## config.mk

```make
export PLATFORM = sky130hd
export DESIGN_NAME = xm_pipe_stage
export DESIGN_NICKNAME = d
export VERILOG_FILES = /design/src/rtl/xm_pipe_stage_pkg.sv /design/src/rtl/pipe_skid_buffer.sv /design/src/rtl/xm_pipe_stage.sv
export SDC_FILE = /design/constraint.sdc
export NUM_CORES = 1
export LEC_CHECK = 0
export BUFFER_PORTS_ARGS = -buffer_cell sky130_fd_sc_hd__buf_2
export CAP_MARGIN = 0
export CORE_ASPECT_RATIO = 0.8
export CORE_MARGIN = 2
export CORE_UTILIZATION = 27
export CTS_BUF_LIST = sky130_fd_sc_hd__clkbuf_4 sky130_fd_sc_hd__clkbuf_8 sky130_fd_sc_hd__clkbuf_16
export DETAILED_ROUTE_END_ITERATION = 8
export SLEW_MARGIN = 20
export SYNTH_ARGS = -nofsm -noshare
export SYNTH_HDL_FRONTEND = slang
export SYNTH_HIERARCHICAL = 1
export SYNTH_SLANG_ARGS = --single-unit
export TNS_END_PERCENT = 20
```

## constraint.sdc

```tcl
create_clock -name clock -period 2.7 [get_ports clock]
set_input_delay 0.54 -clock clock [delete_from_list [all_inputs] [get_ports clock]]
set_output_delay 0.54 -clock clock [all_outputs]
set_load 0.02 [all_outputs]
```

## src/rtl/xm_pipe_stage_pkg.sv

```systemverilog
// Shared types and constants for the execute-to-memory pipeline stage.
// The payload is flattened as {pc, instr, address, data, mem_read_write, mem_enable}.
package xm_pipe_stage_pkg;

  localparam int XM_DATA_W = 32;

  localparam logic MEM_READ  = 1'b0;
  localparam logic MEM_WRITE = 1'b1;

  typedef struct packed {
    logic [XM_DATA_W-1:0] pc;
    logic [XM_DATA_W-1:0] instr;
    logic [XM_DATA_W-1:0] address;
    logic [XM_DATA_W-1:0] data;
    logic                 mem_read_write;
    logic                 mem_enable;
  } xm_payload_t;

  function automatic int xm_payload_w(input int dw);
    return 4 * dw + 2;
  endfunction

endpackage

```

## src/rtl/pipe_skid_buffer.sv

```systemverilog
// Generic two-entry valid/ready skid buffer with synchronous flush.
// Handshake: a transfer happens on a rising edge where valid & ready are both 1;
// in_ready depends only on registered state, never on out_ready.
module pipe_skid_buffer #(
  parameter int W = 8
) (
  input  logic         clock,
  input  logic         reset_n,
  input  logic         flush,
  input  logic         in_valid,
  output logic         in_ready,
  input  logic [W-1:0] in_payload,
  output logic         out_valid,
  input  logic         out_ready,
  output logic [W-1:0] out_payload
);

  logic         main_valid;
  logic         skid_valid;
  logic [W-1:0] main_payload;
  logic [W-1:0] skid_payload;

  logic accept;
  logic consume;
  logic main_load;

  assign in_ready    = ~skid_valid;
  assign out_valid   = main_valid;
  assign out_payload = main_payload;

  assign accept    = in_valid & in_ready;
  assign consume   = main_valid & out_ready;
  assign main_load = ~main_valid | consume;

  // Skid only fills while the head is held, so it is never full during a consume+accept.
  always_ff @(posedge clock or negedge reset_n) begin
    if (!reset_n) begin
      main_valid   <= 1'b0;
      skid_valid   <= 1'b0;
      main_payload <= '0;
      skid_payload <= '0;
    end else if (flush) begin
      main_valid <= 1'b0;
      skid_valid <= 1'b0;
    end else if (main_load) begin
      if (skid_valid) begin
        main_payload <= skid_payload;
        main_valid   <= 1'b1;
        skid_valid   <= 1'b0;
      end else if (accept) begin
        main_payload <= in_payload;
        main_valid   <= 1'b1;
      end else begin
        main_valid <= 1'b0;
      end
    end else if (accept) begin
      skid_payload <= in_payload;
      skid_valid   <= 1'b1;
    end
  end

endmodule

```

## src/rtl/xm_pipe_stage.sv

```systemverilog
// Execute-to-memory pipeline stage: skid-buffered handshake, bubble-gated
// memory enable and a saturating back-pressure counter.
module xm_pipe_stage
  import xm_pipe_stage_pkg::*;
#(
  parameter int DATA_W      = 32,
  parameter int STALL_CNT_W = 16
) (
  input  logic                   clock,
  input  logic                   reset_n,
  input  logic                   flush,
  input  logic                   in_valid,
  output logic                   in_ready,
  input  logic [DATA_W-1:0]      in_pc,
  input  logic [DATA_W-1:0]      in_instr,
  input  logic [DATA_W-1:0]      in_address,
  input  logic [DATA_W-1:0]      in_data,
  input  logic                   in_mem_read_write,
  input  logic                   in_mem_enable,
  output logic                   out_valid,
  input  logic                   out_ready,
  output logic [DATA_W-1:0]      out_pc,
  output logic [DATA_W-1:0]      out_instr,
  output logic [DATA_W-1:0]      out_address,
  output logic [DATA_W-1:0]      out_data,
  output logic                   out_mem_read_write,
  output logic                   out_mem_enable,
  output logic [STALL_CNT_W-1:0] stall_count
);

  localparam int PW = xm_payload_w(DATA_W);

  logic [PW-1:0] in_payload;
  logic [PW-1:0] head_payload;
  logic          head_mem_enable;
  logic          stalled;

  assign in_payload = {in_pc, in_instr, in_address, in_data,
                       in_mem_read_write, in_mem_enable};

  pipe_skid_buffer #(
    .W (PW)
  ) u_skid (
    .clock       (clock),
    .reset_n     (reset_n),
    .flush       (flush),
    .in_valid    (in_valid),
    .in_ready    (in_ready),
    .in_payload  (in_payload),
    .out_valid   (out_valid),
    .out_ready   (out_ready),
    .out_payload (head_payload)
  );

  assign {out_pc, out_instr, out_address, out_data,
          out_mem_read_write, head_mem_enable} = head_payload;

  // A bubble must never reach memory as an access, even if stale payload says so.
  assign out_mem_enable = head_mem_enable & out_valid;

  assign stalled = out_valid & ~out_ready;

  always_ff @(posedge clock or negedge reset_n) begin
    if (!reset_n) begin
      stall_count <= '0;
    end else if (stalled && !(&stall_count)) begin
      stall_count <= stall_count + STALL_CNT_W'(1);
    end
  end

endmodule

```

==> flow_summary_export.csv, run 1 <==
group,metric,value,unit
timing,slew_violations,0,
synthesis,yosys_warnings,6,
layout,final_cell_area,0.0158,mm^2
grt,grt_pass1_wl,44.8,mm
timing,fin_setup_tns,0,ns
timing,period_needed,2.28,ns
timing,skew,0.0116,ns
worst_setup_path,cp.buffers_inverters,3,
floorplan,start_util,27.5,%
route,wl,27.9,mm
power,total_power,0.0125,W
synthesis,ys_top_cells_by_area,"dfrtp_1 55%, mux2_2 22%, mux2_4 13%, mux2_1 3.0%, buf_6 2.8%",
clock_network,clockRootBuffer,"clkbuf_16",
place,place_hpwl,18.8,mm
floorplan,die_h,198,um
timing,fin_ws,0.416,ns
clock_network,cts_buffer_depth,3,
synthesis,synthArstFlopShare,100,%
clock_network,post_cts_buffers,0,
synthesis,syn_nets,911,
worst_setup_path,cp.arrival,1.74,ns
synthesis,synthCells,775,
clock_network,clk_pin_slew_worst_paths,0.06,ns
place,gp_congestion,0.710,
layout,drive_gt1_share,66.5,%
synthesis,synth_edf_count,0,
synthesis,ys.flop_type,"dfrtp_1",
clock_network,numCtsBuffers,30,
worst_setup_path,startpoint,"u_skid/skid_valid$_DFFE_PN0P_",
worst_setup_path,cp_top_family,"buffers and inverters",
power,power_density,793,mW/mm^2
min_path,min_from,"flush",
clock_network,insertion_delay,0.56,ns
min_path,hp-class,"primary input to flip-flop",
place,placed_area,0.0147,mm^2
route,ant_nets,0,
worst_setup_path,r2r-start,"u_skid/out_valid$_DFFE_PN0P_",
worst_setup_path,critPathLaunchType,"flip-flop",
route,drt_iter0_markers,173,
clock_network,holdBufCountCts,1,
route,dr.pass1.iters,4,
place,port_buffers,282,
layout,nets,1202,
synthesis,ys_seq_elements,278,
route,drt_drc_violations_left,0,
route,routedWlPerCell,16.4,um
timing,setup_violations,0,
synthesis,synth_cell_types,35,
synthesis,synth.most_common_cell,"dfrtp_1",
grt,met1_usage,15.2,%
synthesis,synthSimpleGateAreaFrac,2.39,%
grt,grtUsageMet3,4.47,%
route,drt-vias-per-instance,4.36,
power,ir_drop,0.479,mV
worst_setup_path,crit_chain,"buf_12 > inv_1 > buf_2",
route,num_vias,7423,
layout,syn2layout_area_growth,24.6,%
clock_network,clkSinkCount,278,
grt,grt_pass1_vias,8016,
worst_setup_path,crit_type,"flip-flop to output port",
clock_network,cts_tree,"done",
grt,antenna_found_initial,9,
grt,busiest_layer,"met2",
synthesis,ys_top_cells_by_count,"278 x dfrtp_1, 246 x mux2_2, 111 x mux2_4",
synthesis,synth.top_cell.area_share,54.9,%
timing,worstMarginPinSlew,0.816,ns
power,p_leak,7.47,nW
grt,track_usage,11.4,%
run_status,status,"finished, final reports clean",
timing,fmax,0.438,GHz
layout,fin_util,34.3,%
floorplan,rows,70,
clock_network,htreeDepth,1,
layout,multi_input_area,0.00530,mm^2
timing,final_hold_viol_count,0,
floorplan,die_area,0.0487,mm^2
synthesis,yosys.area.top_type,"dfrtp_1",
synthesis,synth_compound_area_share,0.207,%
timing,slew-limit-headroom,45.6,%
worst_setup_path,critPathMaxStageDelay,0.46,ns
clock_network,post_cts_resized,0,
synthesis,synth_adder_area_share,0.0988,%
synthesis,yosysSeqAreaShare,54.9,%
synthesis,synth_xor_area_share,0.968,%
timing,timing.final.crit_share,84.6,%
grt,grt_max_degree,76,
floorplan,core,0.0460,mm^2
timing,rsz0062_at_grt,"no",
worst_setup_path,cp-end-kind,"output port",
worst_setup_path,critPathMaxFanout,75,
synthesis,netlist_area,0.0127,mm^2
synthesis,synth_top_family_by_area,"multiplexers",
layout,fill_cells,4475,
worst_setup_path,worstPathRequired,2.16,ns
grt,overflow,0,
flow_run,drv_cap,0,
worst_setup_path,crit_slowest_cell,"dfrtp_4",
synthesis,synth.area.mux_share,38.1,%
floorplan,die_w,246,um
place,pre_cts_ws,0.590,ns
synthesis,syn_avg_cell_area,16.3,um^2
layout,seq_area,0.00696,mm^2
floorplan,io_pins,283,
grt,met2_usage,17.6,%
cell type report:
class | instances | area share (%)
clock buffers | 47 | 6.15
multi-input cells | 451 | 33.6
diodes | 2 | 0.0317
flip-flops and latches | 278 | 44.1
well taps | 612 | 4.85
clock inverters | 8 | 0.452
inverters | 2 | 0.0476
repair buffers | 303 | 10.7
placed cells by master, fill, tap and decap left out, types with 2 or more instances in the layout:
cell / n
buf_12: 9
mux2_2: 246
mux2_1: 34
inv_1: 2
buf_2: 281
nand2b_1: 2
and4_1: 2
nand2_1: 4
dfrtp_1: 277
nor3_1: 5
mux2_4: 111
nand4_1: 2
xor2_1: 7
xnor2_1: 7
clkinv_2: 6
diode_2: 2
nor4_1: 3
clkbuf_8: 12
clkbuf_16: 31
nand3_1: 8
clkbuf_4: 4
nor4_4: 2
buf_4: 11
and2_1: 2
flip-flops by register name, indices dropped and copies added, names as in the netlist:
signal / flops
u_skid/skid_payload: 130
u_skid/out_valid: 1
u_skid/out_payload: 130
stall_count: 16
u_skid/skid_valid: 1
per-layer routing:
layer | part of all wire (%) | vias up
met3 | 8.3 | 46
li1 | - | 3388
met5 | 0.24 | -
met1 | 45 | 3783
met4 | 1.8 | 12
met2 | 45 | 194
worst paths after layout:
kind | depth (start not counted) | end | slack, ns
max in group asynchronous | 3 | u_skid/out_payload[1]$_DFFE_PN0P_ | 1.40
min in group asynchronous | 2 | u_skid/skid_payload[92]$_DFFE_PN0P_ | 0.56
worst min-delay path | 2 | u_skid/out_valid$_DFFE_PN0P_ | 0.20
worst min register to register | 1 | u_skid/out_payload[11]$_DFFE_PN0P_ | 0.49
worst max-delay path | 3 | in_ready | 0.42
worst max register to register | 5 | u_skid/out_payload[76]$_DFFE_PN0P_ | 0.62
power breakdown:
group          switching, W  internal [W]  total [W]
combinational       0.00125       0.00142    0.00267
sequential         0.000515       0.00507    0.00559
clock               0.00169       0.00255    0.00424
total               0.00346       0.00904     0.0125
worst reg2reg max path, cell delays in order, from the launching register on:
cell	delay (ns)
dfrtp_1	0.48
nor2b_1	0.24
nor3_4	0.28
buf_12	0.29
buf_12	0.31
mux2_2	0.36
logic make-up (layout without fill, tap and decap cells):
kind of cell	after synthesis	count (layout)
AO/OA/AOI/OAI	4	4
XOR/XNOR	14	14
adder cells (fa/ha/maj)	1	1
buffers and inverters	46	360
flip-flops	278	278
multiplexers	391	391
other	0	2
AND/OR/NAND/NOR	41	41
per-stage QoR:
step                hold WS (ns)  instances
finish                     0.204       1703
global route               0.184       1701
CTS                        0.158       1701
detailed placement         0.485       1645
global placement           0.471       1645
floorplan                  0.244        775
(Power assumes the default switching activity.)
==> inputs of run 2 (changes only) <==
--- a/config.mk
+++ b/config.mk
@@ -5,6 +5,7 @@
 export SDC_FILE = /design/constraint.sdc
 export NUM_CORES = 1
 export LEC_CHECK = 0
+export ABC_AREA = 1
 export BUFFER_PORTS_ARGS = -buffer_cell sky130_fd_sc_hd__buf_2
 export CAP_MARGIN = 0
 export CORE_ASPECT_RATIO = 0.8
==> constraint.sdc (replaced) <==
create_clock -name clock -period 2.3 [get_ports clock]
set_input_delay 0.46 -clock clock [delete_from_list [all_inputs] [get_ports clock]]
set_output_delay 0.46 -clock clock [all_outputs]
set_load 0.02 [all_outputs]
==> run 2 against run 1 <==
Against the previous run:
- sequential power grew 13%
- first-iteration DRC count rose to 4.8 times the previous value
- critical path type unchanged
- cell area up 2.6%
- global-route usage up 4.4 points
==> flow_summary_export.csv, run 2 <==
group,metric,value,unit
run_status,status,"finished, final reports clean",
timing,setup_violations,0,
clock_network,cts_buffer_depth,3,
synthesis,ys_top_cells_by_count,"985 x nand2_1, 278 x dfrtp_1, 266 x nand3_1",
synthesis,netlist_area,0.0130,mm^2
clock_network,post_cts_resized,0,
synthesis,synth_cell_types,27,
synthesis,synth_edf_count,0,
synthesis,synth.top_cell.area_share,53.7,%
place,gp_congestion,0.807,
timing,skew,0.0178,ns
route,drt_drc_violations_left,0,
layout,fill_cells,4988,
clock_network,clockRootBuffer,"clkbuf_16",
floorplan,io_pins,283,
floorplan,core,0.0472,mm^2
timing,slew_violations,0,
grt,track_usage,15.7,%
synthesis,synth_xor_area_share,0.405,%
timing,slew-limit-headroom,28.6,%
synthesis,yosys_warnings,6,
grt,grt_max_degree,133,
timing,timing.final.crit_share,92.1,%
synthesis,yosysSeqAreaShare,53.7,%
route,ant_nets,0,
floorplan,die_w,249,um
clock_network,htreeDepth,2,
synthesis,synth_top_family_by_area,"simple AND/OR/NAND/NOR gates",
grt,overflow,0,
route,wl,39.4,mm
clock_network,insertion_delay,0.53,ns
timing,fmax,0.472,GHz
grt,antenna_found_initial,7,
clock_network,clk_pin_slew_worst_paths,0.06,ns
layout,syn2layout_area_growth,24.8,%
place,place_hpwl,24.9,mm
route,num_vias,11900,
worst_setup_path,r2r_setup_slack,0.24,ns
grt,grt_pass1_vias,11600,
synthesis,synthArstFlopShare,100,%
timing,rsz0062_at_grt,"no",
clock_network,clkSinkCount,278,
flow_run,drv_cap,0,
layout,final_common_cell,"nand2_1",
grt,grt_pass1_wl,62.9,mm
floorplan,die_area,0.0498,mm^2
power,ir_drop,0.418,mV
timing,fin_ws,0.181,ns
layout,drive_gt1_share,19.8,%
clock_network,cts_tree,"done",
timing,fin_setup_tns,0,ns
power,power_density,909,mW/mm^2
min_path,hp-class,"primary input to flip-flop",
synthesis,syn_nets,1850,
place,port_buffers,282,
synthesis,synth.area.mux_share,0,%
worst_setup_path,cp-end-kind,"output port",
synthesis,ys_top_cells_by_area,"dfrtp_1 54%, nand2_1 29%, nand3_1 10%, buf_2 2.9%, buf_4 0.69%",
power,p_leak,9.11,nW
route,routedWlPerCell,15.2,um
layout,seq_area,0.00696,mm^2
timing,period_needed,2.12,ns
layout,multi_input_area,0.00538,mm^2
floorplan,rows,71,
floorplan,die_h,200,um
worst_setup_path,crit_type,"flip-flop to output port",
clock_network,numCtsBuffers,34,
layout,final_cell_mix,"985 x nand2_1, 281 x buf_2, 277 x dfrtp_1",
route,drt_iter0_markers,831,
synthesis,synthSimpleGateAreaFrac,40.6,%
synthesis,ys_seq_elements,278,
synthesis,synthCells,1714,
synthesis,syn_avg_cell_area,7.56,um^2
route,dr.pass1.iters,5,
route,drt-vias-per-instance,4.60,
synthesis,synth_compound_area_share,0.183,%
synthesis,synth_adder_area_share,0.0965,%
place,pre_cts_ws,0.334,ns
synthesis,ys.flop_type,"dfrtp_1",
floorplan,start_util,27.5,%
worst_setup_path,critPathMaxFanout,17,
layout,nets,2080,
worst_setup_path,worstPathRequired,1.84,ns
synthesis,synth.most_common_cell,"nand2_1",
worst_setup_path,cp.arrival,1.66,ns
synthesis,yosys.area.top_type,"dfrtp_1",
timing,worstMarginPinSlew,1.07,ns
timing,final_hold_viol_count,0,
worst_setup_path,critPathLaunchType,"flip-flop",
==> run 2: cell count changes in the layout (fill, tap and decap cells not counted), moves of 5 or more <==
cell | before | now
buf_4 | 11 | 16
clkbuf_16 | 31 | 37
clkbuf_8 | 12 | 6
inv_1 | 2 | 14
mux2_1 | 34 | 0
mux2_2 | 246 | 0
mux2_4 | 111 | 0
nand2_1 | 4 | 985
nand3_1 | 8 | 266
nor2_1 | 1 | 18
==> run 2: worst max-delay path, cell delays in order, from the launching register on <==
cell     delay (ns)
dfrtp_4        0.52
inv_4          0.15
buf_4          0.25
buf_2          0.20
==> run 2: cell families (layout without fill, tap and decap cells) <==
family / count (synthesis) / in the layout
AND/OR/NAND/NOR: 1290 / 1290
flip-flops: 278 / 278
buffers and inverters: 135 / 389
XOR/XNOR: 6 / 6
AO/OA/AOI/OAI: 4 / 4
adder cells (fa/ha/maj): 1 / 1
other: 0 / 4
==> run 2: routing by layer <==
metal / up-vias / GRT usage, % / share of wire (%)
met5: - / 0 / 0.17
met4: 10 / 4.51 / 1.7
met3: 62 / 3.92 / 7.3
met2: 370 / 24.4 / 44
met1: 5652 / 21.8 / 47
li1: 5835 / - / -
==> run 2: final cells by class <==
cell class | count | share of cell area, %
diodes | 4 | 0.0619
clock buffers | 51 | 6.60
clock inverters | 9 | 0.967
inverters | 20 | 0.487
multi-input cells | 1301 | 33.2
flip-flops and latches | 278 | 43.0
well taps | 620 | 4.79
repair buffers | 309 | 10.8
==> run 2: what timing repair did <==
action / in CTS / in global routing
setup buffers: 0 / 0
endpoints found under the hold margin: 37 / 0
hold buffers: 1 / 0
==> run 2: worst paths after layout <==
kind | start | to | cells after the start
setup / recovery | u_skid/skid_valid$_DFFE_PN0P_ | in_ready | 3
hold / removal | in_data[25] | u_skid/skid_payload[27]$_DFFE_PN0P_ | 3
setup reg to reg | u_skid/skid_valid$_DFFE_PN0P_ | u_skid/out_payload[107]$_DFFE_PN0P_ | 6
hold reg to reg | u_skid/skid_payload[112]$_DFFE_PN0P_ | u_skid/skid_payload[112]$_DFFE_PN0P_ | 2
max in group asynchronous | reset_n | u_skid/out_payload[86]$_DFFE_PN0P_ | 3
min in group asynchronous | reset_n | u_skid/out_payload[4]$_DFFE_PN0P_ | 2
==> run 2: where the power goes <==
group          switching (W)  total, W  internal [W]
Clock                0.00216   0.00583       0.00367
Combinational        0.00168   0.00254      0.000858
Sequential          0.000541   0.00634       0.00580
Total                0.00438    0.0147        0.0103
==> run 2: through the flow <==
stage | cells | cell area [um^2] | util (%) | hold slack [ns] | power (W)
2_1_floorplan | 1714 | 13000 | - | 0.164 | 0.00788
3_3_place_gp | 2527 | 14900 | 31.7 | 0.400 | 0.00889
3_5_place_dp | 2527 | 14900 | 31.7 | 0.399 | 0.00899
4_1_cts | 2588 | 16200 | 34.3 | 0.134 | 0.0150
5_1_grt | 2589 | 16200 | 34.3 | 0.157 | 0.0155
6_report | 2592 | 16200 | 34.3 | 0.175 | 0.0147
